==> config.mk <==
export PLATFORM = sky130hd
export DESIGN_NAME = alu_mdu_flat
export DESIGN_NICKNAME = d
export VERILOG_FILES = /design/src/rtl/alu_mdu_if.sv /design/src/rtl/alu_mdu.sv /design/src/flat_wrapper.sv
export SDC_FILE = /design/constraint.sdc
export NUM_CORES = 1
export LEC_CHECK = 0
export ABC_AREA = 1
export ABC_CLOCK_PERIOD_IN_PS = 2280
export CAP_MARGIN = 20
export CORE_MARGIN = 3
export CORE_UTILIZATION = 40
export CTS_CLUSTER_SIZE = 25
export DETAILED_ROUTE_END_ITERATION = 10
export GPL_TIMING_DRIVEN = 0
export PLACE_DENSITY = 0.58
export SYNTH_ARGS = -nofsm -noshare
export SYNTH_HDL_FRONTEND = slang
export SYNTH_SLANG_ARGS = --single-unit
==> constraint.sdc <==
create_clock -name clk -period 2.28 [get_ports clk]
set_input_delay 0.456 -clock clk [delete_from_list [all_inputs] [get_ports clk]]
set_output_delay 0.456 -clock clk [all_outputs]
set_load 0.02 [all_outputs]
==> src/rtl/alu_mdu_if.sv <==
// Handshake and operand bundle between the execute stage and the iterative
// RV32M multiply/divide unit.
interface alu_mdu_if #(
  parameter int XLEN = 32
);
  logic            start;
  logic            kill;
  logic [2:0]      sel;
  logic [XLEN-1:0] a;
  logic [XLEN-1:0] b;
  logic            busy;
  logic            done;
  logic [XLEN-1:0] out;

  modport master (
    output start, kill, sel, a, b,
    input  busy, done, out
  );

  modport slave (
    input  start, kill, sel, a, b,
    output busy, done, out
  );
endinterface

==> src/rtl/alu_mdu.sv <==
// Iterative RV32M multiply/divide unit: 32-cycle shift-add multiply and
// restoring divide on operand magnitudes, sign-corrected in a final cycle.
module alu_mdu #(
  parameter int XLEN = 32
) (
  input  logic     clk,
  input  logic     rst,
  alu_mdu_if.slave mdu
);

  localparam int CNT_W = $clog2(XLEN);

  localparam logic [1:0] IDLE = 2'd0;
  localparam logic [1:0] CALC = 2'd1;
  localparam logic [1:0] FIN  = 2'd2;

  localparam logic [2:0] OP_MUL    = 3'd0;
  localparam logic [2:0] OP_MULH   = 3'd1;
  localparam logic [2:0] OP_MULHSU = 3'd2;
  localparam logic [2:0] OP_MULHU  = 3'd3;
  localparam logic [2:0] OP_DIV    = 3'd4;
  localparam logic [2:0] OP_DIVU   = 3'd5;
  localparam logic [2:0] OP_REM    = 3'd6;
  localparam logic [2:0] OP_REMU   = 3'd7;

  localparam logic [XLEN-1:0] MIN_INT  = {1'b1, {(XLEN-1){1'b0}}};
  localparam logic [XLEN-1:0] ALL_ONES = {XLEN{1'b1}};
  localparam logic [CNT_W-1:0] LAST_IT = CNT_W'(XLEN - 1);

  logic [1:0]       state_q, state_d;
  logic [CNT_W-1:0] cnt_q, cnt_d;
  logic [2:0]       sel_q, sel_d;
  logic [XLEN-1:0]  ma_q, ma_d;
  logic [XLEN-1:0]  mb_q, mb_d;
  logic             neg_q, neg_d;
  logic             negr_q, negr_d;
  logic [XLEN-1:0]  hi_q, hi_d;
  logic [XLEN-1:0]  lo_q, lo_d;
  logic [XLEN-1:0]  out_q, out_d;
  logic             done_q, done_d;

  logic             a_signed, b_signed;
  logic             sign_a, sign_b;
  logic [XLEN-1:0]  mag_a, mag_b;
  logic             is_div;
  logic             div_zero, div_ovf;

  logic [XLEN:0]    mul_sum;
  logic [XLEN:0]    div_shift;
  logic [XLEN:0]    div_diff;

  logic [2*XLEN-1:0] prod_raw, prod_fix;
  logic [XLEN-1:0]   quo_fix, rem_fix;
  logic [XLEN-1:0]   result;

  // Operand decode at acceptance: signedness comes only from the op code.
  always_comb begin
    a_signed = (mdu.sel == OP_MUL) || (mdu.sel == OP_MULH) || (mdu.sel == OP_MULHSU) ||
               (mdu.sel == OP_DIV) || (mdu.sel == OP_REM);
    b_signed = (mdu.sel == OP_MUL) || (mdu.sel == OP_MULH) ||
               (mdu.sel == OP_DIV) || (mdu.sel == OP_REM);
    sign_a   = a_signed & mdu.a[XLEN-1];
    sign_b   = b_signed & mdu.b[XLEN-1];
    mag_a    = sign_a ? (~mdu.a + 1'b1) : mdu.a;
    mag_b    = sign_b ? (~mdu.b + 1'b1) : mdu.b;
    is_div   = mdu.sel[2];
    div_zero = (mdu.b == '0);
    div_ovf  = ((mdu.sel == OP_DIV) || (mdu.sel == OP_REM)) &&
               (mdu.a == MIN_INT) && (mdu.b == ALL_ONES);
  end

  // One iteration step: hi:lo is the running product for multiply,
  // and remainder:quotient for divide.
  always_comb begin
    mul_sum   = {1'b0, hi_q} + (lo_q[0] ? {1'b0, ma_q} : {(XLEN+1){1'b0}});
    div_shift = {hi_q, lo_q[XLEN-1]};
    div_diff  = div_shift - {1'b0, mb_q};
  end

  always_comb begin
    prod_raw = {hi_q, lo_q};
    prod_fix = neg_q ? (~prod_raw + 1'b1) : prod_raw;
    quo_fix  = neg_q ? (~lo_q + 1'b1) : lo_q;
    rem_fix  = negr_q ? (~hi_q + 1'b1) : hi_q;
    case (sel_q)
      OP_MUL:                      result = prod_fix[XLEN-1:0];
      OP_MULH, OP_MULHSU, OP_MULHU: result = prod_fix[2*XLEN-1:XLEN];
      OP_DIV, OP_DIVU:             result = quo_fix;
      default:                     result = rem_fix;
    endcase
  end

  // Fast-path results are preloaded into lo (quotient) and hi (remainder)
  // with sign flags cleared, so FIN passes them through untouched.
  always_comb begin
    state_d = state_q;
    cnt_d   = cnt_q;
    sel_d   = sel_q;
    ma_d    = ma_q;
    mb_d    = mb_q;
    neg_d   = neg_q;
    negr_d  = negr_q;
    hi_d    = hi_q;
    lo_d    = lo_q;
    out_d   = out_q;
    done_d  = 1'b0;
    case (state_q)
      IDLE: begin
        if (mdu.start && !mdu.kill) begin
          sel_d = mdu.sel;
          ma_d  = mag_a;
          mb_d  = mag_b;
          cnt_d = '0;
          if (is_div && div_zero) begin
            neg_d   = 1'b0;
            negr_d  = 1'b0;
            lo_d    = ALL_ONES;
            hi_d    = mdu.a;
            state_d = FIN;
          end else if (div_ovf) begin
            neg_d   = 1'b0;
            negr_d  = 1'b0;
            lo_d    = MIN_INT;
            hi_d    = '0;
            state_d = FIN;
          end else begin
            neg_d   = sign_a ^ sign_b;
            negr_d  = sign_a;
            hi_d    = '0;
            lo_d    = is_div ? mag_a : mag_b;
            state_d = CALC;
          end
        end
      end
      CALC: begin
        if (mdu.kill) begin
          state_d = IDLE;
        end else begin
          if (sel_q[2]) begin
            if (!div_diff[XLEN]) begin
              hi_d = div_diff[XLEN-1:0];
            end else begin
              hi_d = div_shift[XLEN-1:0];
            end
            lo_d = {lo_q[XLEN-2:0], ~div_diff[XLEN]};
          end else begin
            hi_d = mul_sum[XLEN:1];
            lo_d = {mul_sum[0], lo_q[XLEN-1:1]};
          end
          cnt_d = cnt_q + 1'b1;
          if (cnt_q == LAST_IT) begin
            state_d = FIN;
          end
        end
      end
      FIN: begin
        state_d = IDLE;
        if (!mdu.kill) begin
          out_d  = result;
          done_d = 1'b1;
        end
      end
      default: state_d = IDLE;
    endcase
  end

  always_ff @(posedge clk) begin
    if (rst) begin
      state_q <= IDLE;
      cnt_q   <= '0;
      sel_q   <= '0;
      ma_q    <= '0;
      mb_q    <= '0;
      neg_q   <= 1'b0;
      negr_q  <= 1'b0;
      hi_q    <= '0;
      lo_q    <= '0;
      out_q   <= '0;
      done_q  <= 1'b0;
    end else begin
      state_q <= state_d;
      cnt_q   <= cnt_d;
      sel_q   <= sel_d;
      ma_q    <= ma_d;
      mb_q    <= mb_d;
      neg_q   <= neg_d;
      negr_q  <= negr_d;
      hi_q    <= hi_d;
      lo_q    <= lo_d;
      out_q   <= out_d;
      done_q  <= done_d;
    end
  end

  assign mdu.busy = (state_q != IDLE);
  assign mdu.done = done_q;
  assign mdu.out  = out_q;

endmodule

==> src/flat_wrapper.sv <==
// flat-port wrapper written by rule: the top's interface ports become plain ports
module alu_mdu_flat 
#(
  parameter int XLEN = 32
)
  (clk, rst, mdu_start, mdu_kill, mdu_sel, mdu_a, mdu_b, mdu_busy, mdu_done, mdu_out);
  alu_mdu_if #(.XLEN(XLEN)) mdu_i ();
  input  logic clk;
  input  logic rst;
  input wire logic [$bits(mdu_i.start)-1:0] mdu_start;
  input wire logic [$bits(mdu_i.kill)-1:0] mdu_kill;
  input wire logic [$bits(mdu_i.sel)-1:0] mdu_sel;
  input wire logic [$bits(mdu_i.a)-1:0] mdu_a;
  input wire logic [$bits(mdu_i.b)-1:0] mdu_b;
  output wire logic [$bits(mdu_i.busy)-1:0] mdu_busy;
  output wire logic [$bits(mdu_i.done)-1:0] mdu_done;
  output wire logic [$bits(mdu_i.out)-1:0] mdu_out;
  assign mdu_i.start = mdu_start;
  assign mdu_i.kill = mdu_kill;
  assign mdu_i.sel = mdu_sel;
  assign mdu_i.a = mdu_a;
  assign mdu_i.b = mdu_b;
  assign mdu_busy = mdu_i.busy;
  assign mdu_done = mdu_i.done;
  assign mdu_out = mdu_i.out;
  alu_mdu #(.XLEN(XLEN)) u_core (.clk(clk), .rst(rst), .mdu(mdu_i));
endmodule
==> impl_metrics.toml <==
[die]
row_count = 78
initial_utilization_pct = 40.9
die-width_um = 222
core_area_sq_mm = 0.0458
boundaryPins = 105
die_y_um = 222
die-area_sq_mm = 0.0495

[outcome]
status = "finished, violations left"
violations = "setup timing"

[placement]
dp_hpwl_um = 82100
io_buffer_count = 102
gp_congestion = 1.07
dpl.cell_count = 4087
pre_cts_slack_ns = -1.18

[detailed_routing]
drcViolationCount = 0
wire_per_inst_um = 24.1
drt-total-wl_um = 102000
via_count = 25100
avgViaCountPerCell = 5.89
drt_first_pass_iters = 7
first_iter_violations = 3551
ant_nets = 0

[critical_path]
path_cells = "clkinvlp_4 -> fa_2 -> inv_2 -> nand2_2 -> nand2_2 -> nand3_4 -> nand2_4 -> nand2_4 -> nand2_4 -> nand2_4 -> nand3_4 -> buf_4 -> nand3_1 -> nand3_2 -> nand3_1 -> nand2_1 -> a21oi_1"
critPathKind = "reg2reg"
end_kind = "flop"
crit_path_start_kind = "flop"
cpMaxStageDelayCell = "fa_2"
reg2reg_from = "u_core.hi_q[0]$_SDFFE_PP0P_"
critPathMaxStageDelay_ns = 0.45
startpoint = "u_core.hi_q[0]$_SDFFE_PP0P_"
critPathRequiredTime_ns = 2.61
critPathArrivalTime_ns = 2.99
path_common_cell = "nand2_4"
crit_fanout = 10

[synth]
yosysUniqueCellTypes = 60
yosys_warnings = 0
netlist_area_sq_mm = 0.0187
seq_area_frac_synth_pct = 18.5
ys.flop_type = "dfxtp_1"
ys_ff_latch = 173
syn_area_per_cell_sq_um = 5.53
synthesis.nets = 3529
syn_inst = 3385
synthArstFlopShare_pct = 0
synth_edf_count = 0

[sta]
max_slew_margin_pct = 31.6
final.setup.worst_slack_ns = -0.376
finalCritPeriodShare_pct = 117
fin_skew_ns = 0.0177
slew_viol_final = 0
min_period_ns = 2.66
fmax_mhz = 376
worst_slew_pin_slew_ns = 1.03
rsz0062_at_grt = "yes"
finalSetupViolCount = 46
hold_violations = 0

[global_routing]
grt_antenna_before_repair = 5
grt.overflow.total = 0
first_global_vias = 21900
grt_max_degree = 17
grt_util_all_layers_pct = 38.7
grt_pass1_wl_um = 143000

[power]
share_comb_of_total_power_pct = 54.5
p_sw_mw = 7.03
swShare_pct = 48.6
internal_power_mw = 7.42
p_leak_nw = 11.6
peakVddDrop_uv = 566
powerDensity_mw_per_mm2 = 572
pwr-share-seq_pct = 24.5
clkPwrFrac_pct = 21.0

[clock_tree]
root_buffer = "clkbuf_16"
clk_latency_ns = 0.49
clk_transition_reported_paths_ns = 0.07
clock_path_buffers = 2
cts_buffers = 17
tritoncts = "done"
ctsHoldBuffers = 0
cts_sinks = 173
htree_levels = 4

[layout]
layout.cells.non_filler = 4256
layout.nets = 3787
drive_gt1_share_pct = 24.5
areaGrowthSynthToFinish_pct = 35.0

[worst_hold_path]
hold_start = "mdu_sel[0]"
hold_path.class = "in2reg"

[run]
cap_violations = 0
worst paths after layout:
check	endpoint	slack, ns	cells after the start
hold reg to reg	u_core.ma_q[10]$_SDFFE_PP0P_	0.46	2
setup reg to reg	u_core.hi_q[10]$_SDFFE_PP0P_	-0.38	17
setup / recovery	u_core.hi_q[10]$_SDFFE_PP0P_	-0.38	17
hold / removal	u_core.sel_q[0]$_SDFFE_PP0P_	0.36	3
cell usage in the layout (no fill, tap or decap), types with 11 or more instances in the layout:
cell type | netlist | layout
nand2_1 | 1001 | 881
inv_1 | 455 | 412
nor2_1 | 324 | 249
nand3_1 | 279 | 212
o21ai_0 | 254 | 212
a21oi_1 | 231 | 172
dfxtp_1 | 173 | 143
buf_4 | 4 | 122
nand2_2 | 16 | 107
clkdlybuf4s50_1 | 0 | 81
a21oi_2 | 9 | 65
inv_2 | 26 | 59
nand3_2 | 8 | 57
nor2_4 | 7 | 54
clkbuf_1 | 76 | 52
nor2_2 | 21 | 49
xor2_1 | 72 | 46
o21ai_1 | 43 | 41
nor3_1 | 52 | 40
nand4_1 | 35 | 35
o21ai_2 | 3 | 34
ha_1 | 71 | 31
nand2_4 | 3 | 30
ha_4 | 0 | 29
a31oi_1 | 29 | 27
o22ai_1 | 26 | 26
xor2_2 | 0 | 24
dfxtp_4 | 0 | 24
buf_6 | 8 | 23
clkbuf_2 | 0 | 21
buf_2 | 29 | 21
nand3_4 | 2 | 20
clkbuf_16 | 0 | 19
o21ai_4 | 1 | 14
dlymetal6s2s_1 | 0 | 14
nor3_2 | 5 | 13
or2_2 | 11 | 11
and2_1 | 11 | 11
ha_2 | 0 | 11
worst max-delay path, delay by kind of cell (launching register included):
family	cells	cell delay, ns
and+or+nand+nor	12	1.12
AOI/OAI and AO/OA	1	0.09
DFF	1	0.37
adders and majority gates	1	0.45
buffers and inverters	3	0.45
flip-flops by register name, summed over array words and instances, names as in the netlist:
name             cells
u_core.mdu.out      32
u_core.negr_q        1
u_core.ma_q         32
u_core.state_q       2
u_core.mdu.done      1
u_core.sel_q         3
u_core.cnt_q         5
u_core.neg_q         1
u_core.lo_q         32
u_core.mb_q         32
u_core.hi_q         32
cells by family (layout without fill, tap and decap cells):
logic type      Yosys count  count (layout)  synth area share (%)
compound gates          631             631                  18.1
xor+xnor                 82              82                  3.83
fa+ha+maj                73              73                  4.96
buf+inv                 615             885                  12.9
flops                   173             173                  18.5
other cells               0               1                     0
simple gates           1811            1811                  41.7
metrics by stage:
| step | hold WS (ns) | area (sq um) | total power, mW | setup TNS, ns | util (%) |
|---|---|---|---|---|---|
| floorplan | 0.426 | 18700 | 7.13 | 0 | - |
| global route | 0.357 | 25300 | 15.0 | -13.46 | 55.2 |
| finish | 0.359 | 25300 | 14.5 | -10.23 | 55.2 |
| CTS | 0.458 | 22800 | 13.2 | -10.19 | 49.8 |
| detailed placement | 0.448 | 20500 | 9.29 | -126.60 | 44.8 |
| global placement | 0.441 | 20500 | 9.29 | -124.26 | 44.8 |
cells in the mapped netlist (12+ instances only):
cell / n / area (sq um)
nand2_1: 1001 / 3760
inv_1: 455 / 1710
nor2_1: 324 / 1220
nand3_1: 279 / 1400
o21ai_0: 254 / 1270
a21oi_1: 231 / 1160
dfxtp_1: 173 / 3460
clkbuf_1: 76 / 285
xor2_1: 72 / 631
ha_1: 71 / 888
nor3_1: 52 / 260
o21ai_1: 43 / 215
nand4_1: 35 / 219
a31oi_1: 29 / 181
buf_2: 29 / 145
inv_2: 26 / 97.6
o22ai_1: 26 / 163
nor2_2: 21 / 131
nand2_2: 16 / 100
buf_1: 13 / 48.8
nor4_1: 12 / 75.1
routing by layer:
metal | up-vias | share of wire (%) | global-route usage, %
li1 | 11400 | - | -
met1 | 11700 | 42 | 55.1
met2 | 1631 | 40 | 55.4
met3 | 287 | 12 | 10.5
met4 | 4 | 5.3 | 15.1
met5 | - | 0.021 | 0
what timing repair did:
item                                    4_1_cts  5_1_grt
endpoints found under the setup margin      147      152
buffers inserted                             67       72
gates cloned                                  2        2
resized for setup                           322      558
pin swaps                                    62      136
power groups by stage:
| stage | logic [mW] | clock network, mW | registers (mW) |
|---|---|---|---|
| 2_1_floorplan | 3.71 | 0 | 3.42 |
| 3_5_place_dp | 5.73 | 0 | 3.57 |
| 6_report | 7.88 | 3.04 | 3.54 |
| 3_3_place_gp | 5.72 | 0 | 3.56 |
| 4_1_cts | 6.65 | 3.04 | 3.51 |
| 5_1_grt | 8.29 | 3.15 | 3.54 |
layout make-up:
type | count | area (sq um)
Buffer | 127 | 743
Multi-Input combinational cell | 2597 | 15500
Clock buffer | 19 | 443
Tap cell | 600 | 751
Fill cell | 4733 | 20500
Sequential cell | 173 | 3560
Inverter | 485 | 1860
Antenna cell | 1 | 2.50
Timing Repair Buffer | 242 | 2270
Clock inverter | 12 | 133
No activity file was read; power rests on OpenSTA's default activity.
